File: config.mk
export PLATFORM = sky130hd
export DESIGN_NAME = qspi_engine
export DESIGN_NICKNAME = d
export VERILOG_FILES = /design/src/rtl/qspi_engine.sv
export SDC_FILE = /design/constraint.sdc
export NUM_CORES = 1
export LEC_CHECK = 0
export CAP_MARGIN = 30
export CELL_PAD_IN_SITES_DETAIL_PLACEMENT = 1
export CELL_PAD_IN_SITES_GLOBAL_PLACEMENT = 1
export CORE_MARGIN = 2
export CORE_UTILIZATION = 40
export DETAILED_ROUTE_END_ITERATION = 7
export PLACE_DENSITY = 0.88
export REMOVE_ABC_BUFFERS = 1
export SETUP_SLACK_MARGIN = 0.05
export SYNTH_ARGS = -nofsm -noshare
export SYNTH_HDL_FRONTEND = slang
export SYNTH_SLANG_ARGS = --single-unit
File: constraint.sdc
create_clock -name clk -period 6.5 [get_ports clk]
set_input_delay 0.65 -clock clk [delete_from_list [all_inputs] [get_ports clk]]
set_output_delay 0.65 -clock clk [all_outputs]
set_load 0.03 [all_outputs]
File: src/rtl/qspi_engine.sv
// Quad-SPI flash transaction engine: opcode, address, dummy and data phases
// in x1 or x4 mode, with one chip select per flash bank.
module qspi_engine #(
   parameter int CLK_DIV = 2,
   parameter int NB      = 2
) (
   input  logic          clk,
   input  logic          resetn,
   input  logic [31:0]   qspi_cmd,
   input  logic [31:0]   qspi_bankmap,
   input  logic [31:0]   qspi_addr,
   input  logic [63:0]   qspi_wdata,
   input  logic          qspi_start,
   output logic [63:0]   qspi_rdata,
   output logic          qspi_idle,
   output logic          spi_sck,
   output logic [NB-1:0] spi_cs_n,
   output logic [3:0]    dq_o,
   output logic [3:0]    dq_oe,
   input  logic [3:0]    dq_i
);
   typedef enum logic [2:0] {
      S_IDLE, S_CS_SETUP, S_OPCODE, S_ADDR, S_DUMMY, S_DATA, S_CS_HOLD, S_CS_GAP
   } state_t;

   localparam logic [7:0] DIV_LOAD = 8'(CLK_DIV - 1);

   state_t      state, nxt;
   logic [7:0]  div_cnt;
   logic [6:0]  bit_cnt;
   logic [63:0] sr;
   logic [7:0]  opcode;
   logic [2:0]  n_addr;
   logic [3:0]  n_dummy, n_data;
   logic        is_write, is_quad;
   logic [31:0] addr_r;
   logic [63:0] wdata_r;

   logic [2:0]  cmd_na;
   logic [3:0]  cmd_nb;
   logic        tick, wide, ld_wide;
   logic [63:0] sr_sh, ld_sr;
   logic [6:0]  ld_cnt;
   logic [3:0]  ld_oe, ld_o, sh_o;
   logic        unused_ok;

   assign cmd_na    = (qspi_cmd[10:8] > 3'd4)  ? 3'd4 : qspi_cmd[10:8];
   assign cmd_nb    = (qspi_cmd[18:15] > 4'd8) ? 4'd8 : qspi_cmd[18:15];
   assign unused_ok = ^{qspi_cmd[31:21], qspi_bankmap};

   assign tick  = (div_cnt == 8'd0);
   assign wide  = is_quad && (state != S_OPCODE);
   assign sr_sh = wide ? {sr[59:0], 4'd0} : {sr[62:0], 1'b0};
   assign sh_o  = wide ? sr_sh[63:60] : {3'b000, sr_sh[63]};

   // Phase that follows the current one, skipping empty phases.
   always_comb begin
      // NOTE: every always_comb output gets a default first so no latch is inferred.
      nxt = S_CS_HOLD;
      case (state)
         S_CS_SETUP: nxt = S_OPCODE;
         S_OPCODE: begin
            if (n_addr != 3'd0)       nxt = S_ADDR;
            else if (n_dummy != 4'd0) nxt = S_DUMMY;
            else if (n_data != 4'd0)  nxt = S_DATA;
         end
         S_ADDR: begin
            if (n_dummy != 4'd0)      nxt = S_DUMMY;
            else if (n_data != 4'd0)  nxt = S_DATA;
         end
         S_DUMMY: if (n_data != 4'd0) nxt = S_DATA;
         default: ;
      endcase
   end

   // Shift-register image, SCK count and lane enables loaded on entry to nxt.
   always_comb begin
      ld_sr  = '0;
      ld_cnt = '0;
      ld_oe  = '0;
      case (nxt)
         S_OPCODE: begin
            ld_sr  = {opcode, 56'd0};
            ld_cnt = 7'd8;
            ld_oe  = 4'b0001;
         end
         S_ADDR: begin
            ld_sr  = {addr_r << {3'd4 - n_addr, 3'b000}, 32'd0};
            ld_cnt = is_quad ? {3'd0, n_addr, 1'b0} : {1'b0, n_addr, 3'b000};
            ld_oe  = is_quad ? 4'hF : 4'h1;
         end
         S_DUMMY: ld_cnt = {3'd0, n_dummy};
         S_DATA: begin
            ld_cnt = is_quad ? {2'd0, n_data, 1'b0} : {n_data, 3'b000};
            if (is_write) begin
               ld_sr = wdata_r << {4'd8 - n_data, 3'b000};
               ld_oe = is_quad ? 4'hF : 4'h1;
            end else begin
               ld_oe = is_quad ? 4'h0 : 4'h1;
            end
         end
         default: ;
      endcase
      ld_wide = is_quad && (nxt != S_OPCODE);
      ld_o    = ld_wide ? ld_sr[63:60] : {3'b000, ld_sr[63]};
   end

   always_ff @(posedge clk or negedge resetn) begin
      if (!resetn) begin
         state      <= S_IDLE;
         div_cnt    <= '0;
         bit_cnt    <= '0;
         sr         <= '0;
         opcode     <= '0;
         n_addr     <= '0;
         n_dummy    <= '0;
         n_data     <= '0;
         is_write   <= 1'b0;
         is_quad    <= 1'b0;
         addr_r     <= '0;
         wdata_r    <= '0;
         qspi_rdata <= '0;
         qspi_idle  <= 1'b1;
         spi_sck    <= 1'b0;
         spi_cs_n   <= '1;
         dq_o       <= '0;
         dq_oe      <= '0;
      end else begin
         // NOTE: sequential state uses non-blocking assignments so every register sees pre-edge values.
         if (state != S_IDLE) div_cnt <= tick ? DIV_LOAD : div_cnt - 8'd1;
         case (state)
            S_IDLE: if (qspi_start) begin
               opcode     <= qspi_cmd[7:0];
               n_addr     <= cmd_na;
               n_dummy    <= qspi_cmd[14:11];
               n_data     <= cmd_nb;
               is_write   <= qspi_cmd[19];
               is_quad    <= qspi_cmd[20];
               addr_r     <= qspi_addr;
               wdata_r    <= qspi_wdata;
               qspi_rdata <= '0;
               qspi_idle  <= 1'b0;
               spi_cs_n   <= ~qspi_bankmap[NB-1:0];
               div_cnt    <= DIV_LOAD;
               state      <= S_CS_SETUP;
            end
            S_CS_SETUP, S_OPCODE, S_ADDR, S_DUMMY, S_DATA: if (tick) begin
               if (state != S_CS_SETUP && !spi_sck) begin
                  // Rising SCK: the flash has had a full low half-period to drive DQ.
                  spi_sck <= 1'b1;
                  if (state == S_DATA && !is_write)
                     qspi_rdata <= is_quad ? {qspi_rdata[59:0], dq_i}
                                           : {qspi_rdata[62:0], dq_i[1]};
               end else begin
                  spi_sck <= 1'b0;
                  if (state == S_CS_SETUP || bit_cnt == 7'd1) begin
                     state   <= nxt;
                     sr      <= ld_sr;
                     bit_cnt <= ld_cnt;
                     dq_o    <= ld_o;
                     dq_oe   <= ld_oe;
                  end else begin
                     sr      <= sr_sh;
                     bit_cnt <= bit_cnt - 7'd1;
                     dq_o    <= sh_o;
                  end
               end
            end
            S_CS_HOLD: if (tick) begin
               spi_cs_n <= '1;
               state    <= S_CS_GAP;
            end
            S_CS_GAP: if (tick) begin
               qspi_idle <= 1'b1;
               state     <= S_IDLE;
            end
            default: state <= S_IDLE;
         endcase
      end
   end
endmodule

# Word-level counts from Yosys, hierarchy flattened
# Cells that the tools add are included.
# Widths: inputs -> output; s select.
[op_classes]
add_sub_neg = 4
n_lt_le_gt_ge = 2
n_eq_ne = 23
shift = 2
mux = 45
bitwise_logic = 2
reduce_logical = 25
[ops]
columns = ["cell", "count"]
rows = [
  ["$mux 64", 7],
  ["$pmux 64 s3", 1],
  ["$pmux 64 s2", 1],
  ["$shl 64x7->64", 1],
  ["$mux 63", 1],
  ["$mux 8", 4],
  ["$shl 32x6->32", 1],
  ["$pmux 7 s4", 1],
  ["$mux 3", 8],
  ["$mux 4", 6],
  ["$pmux 3 s4", 2],
  ["$eq 3x3->1 const B", 6],
  ["$ne 2x2->1 const B", 8],
  ["$mux 7", 2],
  ["$eq 3x2->1 const B", 4],
  ["$pmux 4 s3", 1],
  ["$reduce_and 3->1", 3],
  ["$logic_not 8->1", 1],
  ["$mux 2", 4],
  ["$reduce_bool 4->1", 2],
  ["$sub 8x1->8 const B", 1],
  ["$eq 7x1->1 const B", 1],
  ["$sub 7x1->7 const B", 1],
  ["$mux 6", 1],
  ["23 further kinds", 35],
]
[totals]
register_bits = 274
output_inout_bits = 76
word_cells = 121

# Longest topological paths before layout
[logic_depth]
depth_word = 9
depth_mapped = 13
ltp_nobuf = 9

# Least setup slack after synthesis
# OpenSTA, ideal clock, no wires.
[synth_path]
path_kind = "register to register"
start = "register n_data[0]"
end = "register sr[16]"
setup_time_ns = 0.135
arrival_time_ns = 2.703
required_ns = 6.365
path_slack_ns = 3.662
path_stages_with_launch = 13
n_path_buf = 6
synth_period_minus_slack_ns = 2.838
cell_sequence = "dfrtp_1 buf_4 inv_1 clkbuf_1 ha_1 buf_2 inv_2 buf_2 buf_2 buf_4 mux2i_1 a222oi_1 o21ai_0"
[synth_via]
elab_chain_len = 8
[synth_rtl]
columns = ["item", "line", "text"]
rows = [
  ["start, declared", "34", "logic [3:0] n_dummy, n_data;"],
  ["start signal, assigned", "136", "n_data <= cmd_nb;"],
  ["branches (longest 6 deep; another with $sub 4x4->4)", "n/a", ""],
  ["$pmux 64 s3 *", "81", "case (nxt)"],
  ["$mux 63 *", "156", "if (state == S_CS_SETUP || bit_cnt == 7'd1) begin"],
  ["end signal, assigned", "158", "sr <= ld_sr;"],
  ["end signal, assigned", "163", "sr <= sr_sh;"],
  ["end, declared", "31", "logic [63:0] sr;"],
]
# Every way passes the cells marked *.
# A chain may end at the register's enable or synchronous reset.

# Final worst setup path
[layout_path]
start = "register n_data[0]"
end = "register sr[58]"
# Same word-level chain as after synthesis.

==> impl_results.md <==
* Drt drc at 0
* Pin count of the biggest net entering global routing at 158
* GRT Overall Usage at 24.4%
* EDFF count, synth at 0
* CP arrival at 4.59 ns
* Seq/Total Area, Yosys at 45.5%
* Final worst path period share at 62.8%
* Clock root buffer: clkbuf_16
* Reg power frac at 32.0%
* ANT nets after route at 0
* Iteration-0 DRC Markers at 1123
* First-pass GRT wire length at 75300 um
* Setup ws final at 2.42 ns
* Die Area at 39000 um^2
* Routed WL at 48200 um
* Setup_tns at 0 ns
* Finished Layout Cells at 2037
* WS Path Type: reg -> reg
* Routed WL per cell at 23.6 um
* DRT Pass-1 Iters at 6
* Fin. Hold Viols at 0
* Placed cell count at 1973
* CP endpoint kind: flip-flop
* Synthesized area per cell at 10.6 um^2
* Int Pwr at 0.00518 W
* Final instance area at 18300 um^2
* Critical Path RT at 7.01 ns
* Final setup vio count at 0
* Number of distinct library cells after synthesis at 77
* Slowest cell on the critical path: mux4_2
* Clock Sinks at 272
* CTS Hold Bufs at 0
* Grt ovf at 0
* Area grow syn2layout at 22.5%
* Clock power frac at 18.7%
* Number of antenna violations at the first check in global routing at 6
* R2R Path Start: n_data[0]$_DFFE_PN0P_
* Worst hold path class: in -> async
* DR vias at 12.5k
* Busiest grt layer: met2
* Critical path peak fanout at 32
* Most frequent cells in the layout: dfrtp_1, clkdlybuf4s50_1, nand2_1, mux2i_1, mux2_2
* Grt met3 use at 3.57%
* DIE WIDTH at 197 um
* Top FF cell, synth: dfrtp_1
* Die height at 197 um
* Vias in the first global route at 13.1k
* Fin crit period at 4.08 ns
* Pwr Total at 0.00933 W
* Placed inst area at 17300 um^2
* Row count at 70
* Resized Gates After CTS at 0
* Fill cell count at 3888
* CTS tree: built
* Flops & latches, synth at 272
* Leakage at 7.35 nW
* TritonCTS buffer count at 31
* Fin. max-slew vios at 0
* Switch share at 44.5%
* Setup Skew at 0.0318 ns
* Synthesized area at 15000 um^2
* Vias per inst at 6.15
* Post-synth ARST share at 100%
* Slew margin rel. at 35.6%
* Dpl ws at 1.67 ns
* Port bufs at 201
* Clock-pin slew on the worst setup and hold paths at 0.06 ns
* Clock buffer depth at 3
* Comb power frac at 49.3%
* Worst-skew pair later-pin latency at 0.58 ns
* Final net count at 1714
* HPWL after DPL at 32900 um
* Net Sw Power at 0.00415 W
* F_max at 0.245 GHz
* Max Cap Viol at 0
* Status: complete, no violations
* Setup crit start kind: flip-flop
* CORE AREA at 36700 um^2
* Initial core utilization at 40.8%
* CP startpoint: n_data[0]$_DFFE_PN0P_
* Slowest stage delay, CP at 0.63 ns
* GR met2 Demand/Resource at 39.8%
* CP Cell Sequence: inv_1, ha_1, inv_2, buf_4, mux4_2, o221ai_1, a221oi_1, nor2_1
* Met1 Use GR at 32.6%
* Synth warn at 0
* Routability Congestion at 0.841
* Layout cells sized above 1 at 15.1%
* Power per Cell Area at 509 nW/um^2
* Htree depth at 1
* Most common cell after layout, fill and taps aside: dfrtp_1
* IO Pins at 243
* Syn Inst Count at 1407
* Peak supply drop at 0.000295 V
* Post-CTS Setup Bufs at 0
* RSZ-0062 raised after global routing: false
* Worst-Margin Slew at 0.966 ns
==> flip-flops by register name, summed over array words and instances (netlist names), 4 cells and up <==
register,cells
addr_r,32
bit_cnt,7
div_cnt,8
dq_o,4
n_data,4
n_dummy,4
opcode,8
qspi_rdata,64
sr,63
wdata_r,64
==> metrics by stage <==
step	utilization, %	hold slack, ns
after floorplan	-	0.354
after global placement	46.8	0.459
after detailed placement	47.1	0.471
after CTS	49.8	0.216
after global routing	50.0	0.211
final	50.0	0.136
==> final timing paths <==
path | cells past startpoint | slack [ns] | to
hold / removal | 1 | 0.14 | qspi_rdata[0]$_DFFE_PN0P_
hold reg to reg | 2 | 0.48 | qspi_rdata[63]$_DFFE_PN0P_
setup / recovery | 8 | 2.42 | sr[58]$_DFFE_PN0P_
setup reg to reg | 8 | 2.42 | sr[58]$_DFFE_PN0P_
max in group asynchronous | 2 | 4.95 | n_data[0]$_DFFE_PN0P_
min in group clk | 2 | 0.48 | qspi_rdata[63]$_DFFE_PN0P_
==> worst max-delay path, delay by kind of cell, from the launching register on <==
kind	cells	cell delay [ns]
buf+inv	3	1.61
mux	1	0.63
fa+ha+maj	1	0.61
flops	1	0.54
compound gates	2	0.46
simple gates	1	0.14
==> power by group through the flow <==
| stage | Sequential (W) | Combinational, W | Clock, W |
|---|---|---|---|
| 6_report | 0.00298 | 0.00460 | 0.00174 |
| 5_1_grt | 0.00306 | 0.00488 | 0.00185 |
| 4_1_cts | 0.00304 | 0.00443 | 0.00178 |
| 3_5_place_dp | 0.00305 | 0.00438 | 0 |
| 3_3_place_gp | 0.00299 | 0.00408 | 0 |
| 2_1_floorplan | 0.00293 | 0.00291 | 0 |
==> cells in the mapped netlist, drive strengths merged (4+ instances only) <==
cell,number,area [um^2]
a211oi,7,52.6
a21o,5,37.5
a21oi,43,219
a221o,11,110
a221oi,30,263
a222oi,16,160
a22o,24,210
a22oi,19,143
a2bb2oi,10,87.6
a31oi,20,140
and3,5,31.3
buf,50,293
clkbuf,72,270
dfrtp,269,6730
ha,7,87.6
inv,18,67.6
mux2,116,1310
mux2i,150,1500
mux4,16,360
nand2,154,581
nand2b,4,32.5
nand3,13,87.6
nand3b,5,37.5
nor2,95,378
nor2b,9,56.3
nor3,30,160
nor4,4,55.1
o211ai,5,37.5
o21ai,61,305
o221ai,4,35.0
o22ai,17,106
o31ai,73,548
or2,4,27.5
xnor2,4,35.0
==> metal layers <==
metal,vias to the layer above,routed length [um]
li1,5528,-
met1,6445,20500
met2,438,23200
met3,108,2650
met4,0,1810
met5,-,0
==> area by class of cell <==
type / count / area [um^2] / share of cell area [%]
inverter: 18 / 67.6 / 0.369
multi-input combinational: 995 / 7570 / 41.3
timing repair buffer: 222 / 2270 / 12.4
clock buffer: 47 / 906 / 4.94
clock inverter: 9 / 101 / 0.553
antenna: 6 / 15.0 / 0.0819
sequential: 272 / 6820 / 37.2
tap: 468 / 586 / 3.19
==> cell families after synthesis <==
kind of cell	after synthesis	share of synthesized area [%]
buffers and inverters	140	4.21
AO/OA/AOI/OAI	361	17.5
adder cells (fa/ha/maj)	7	0.585
AND/OR/NAND/NOR	340	10.8
flip-flops	272	45.5
multiplexers	282	21.2
XOR/XNOR	5	0.293
(Power assumes the default switching activity.)
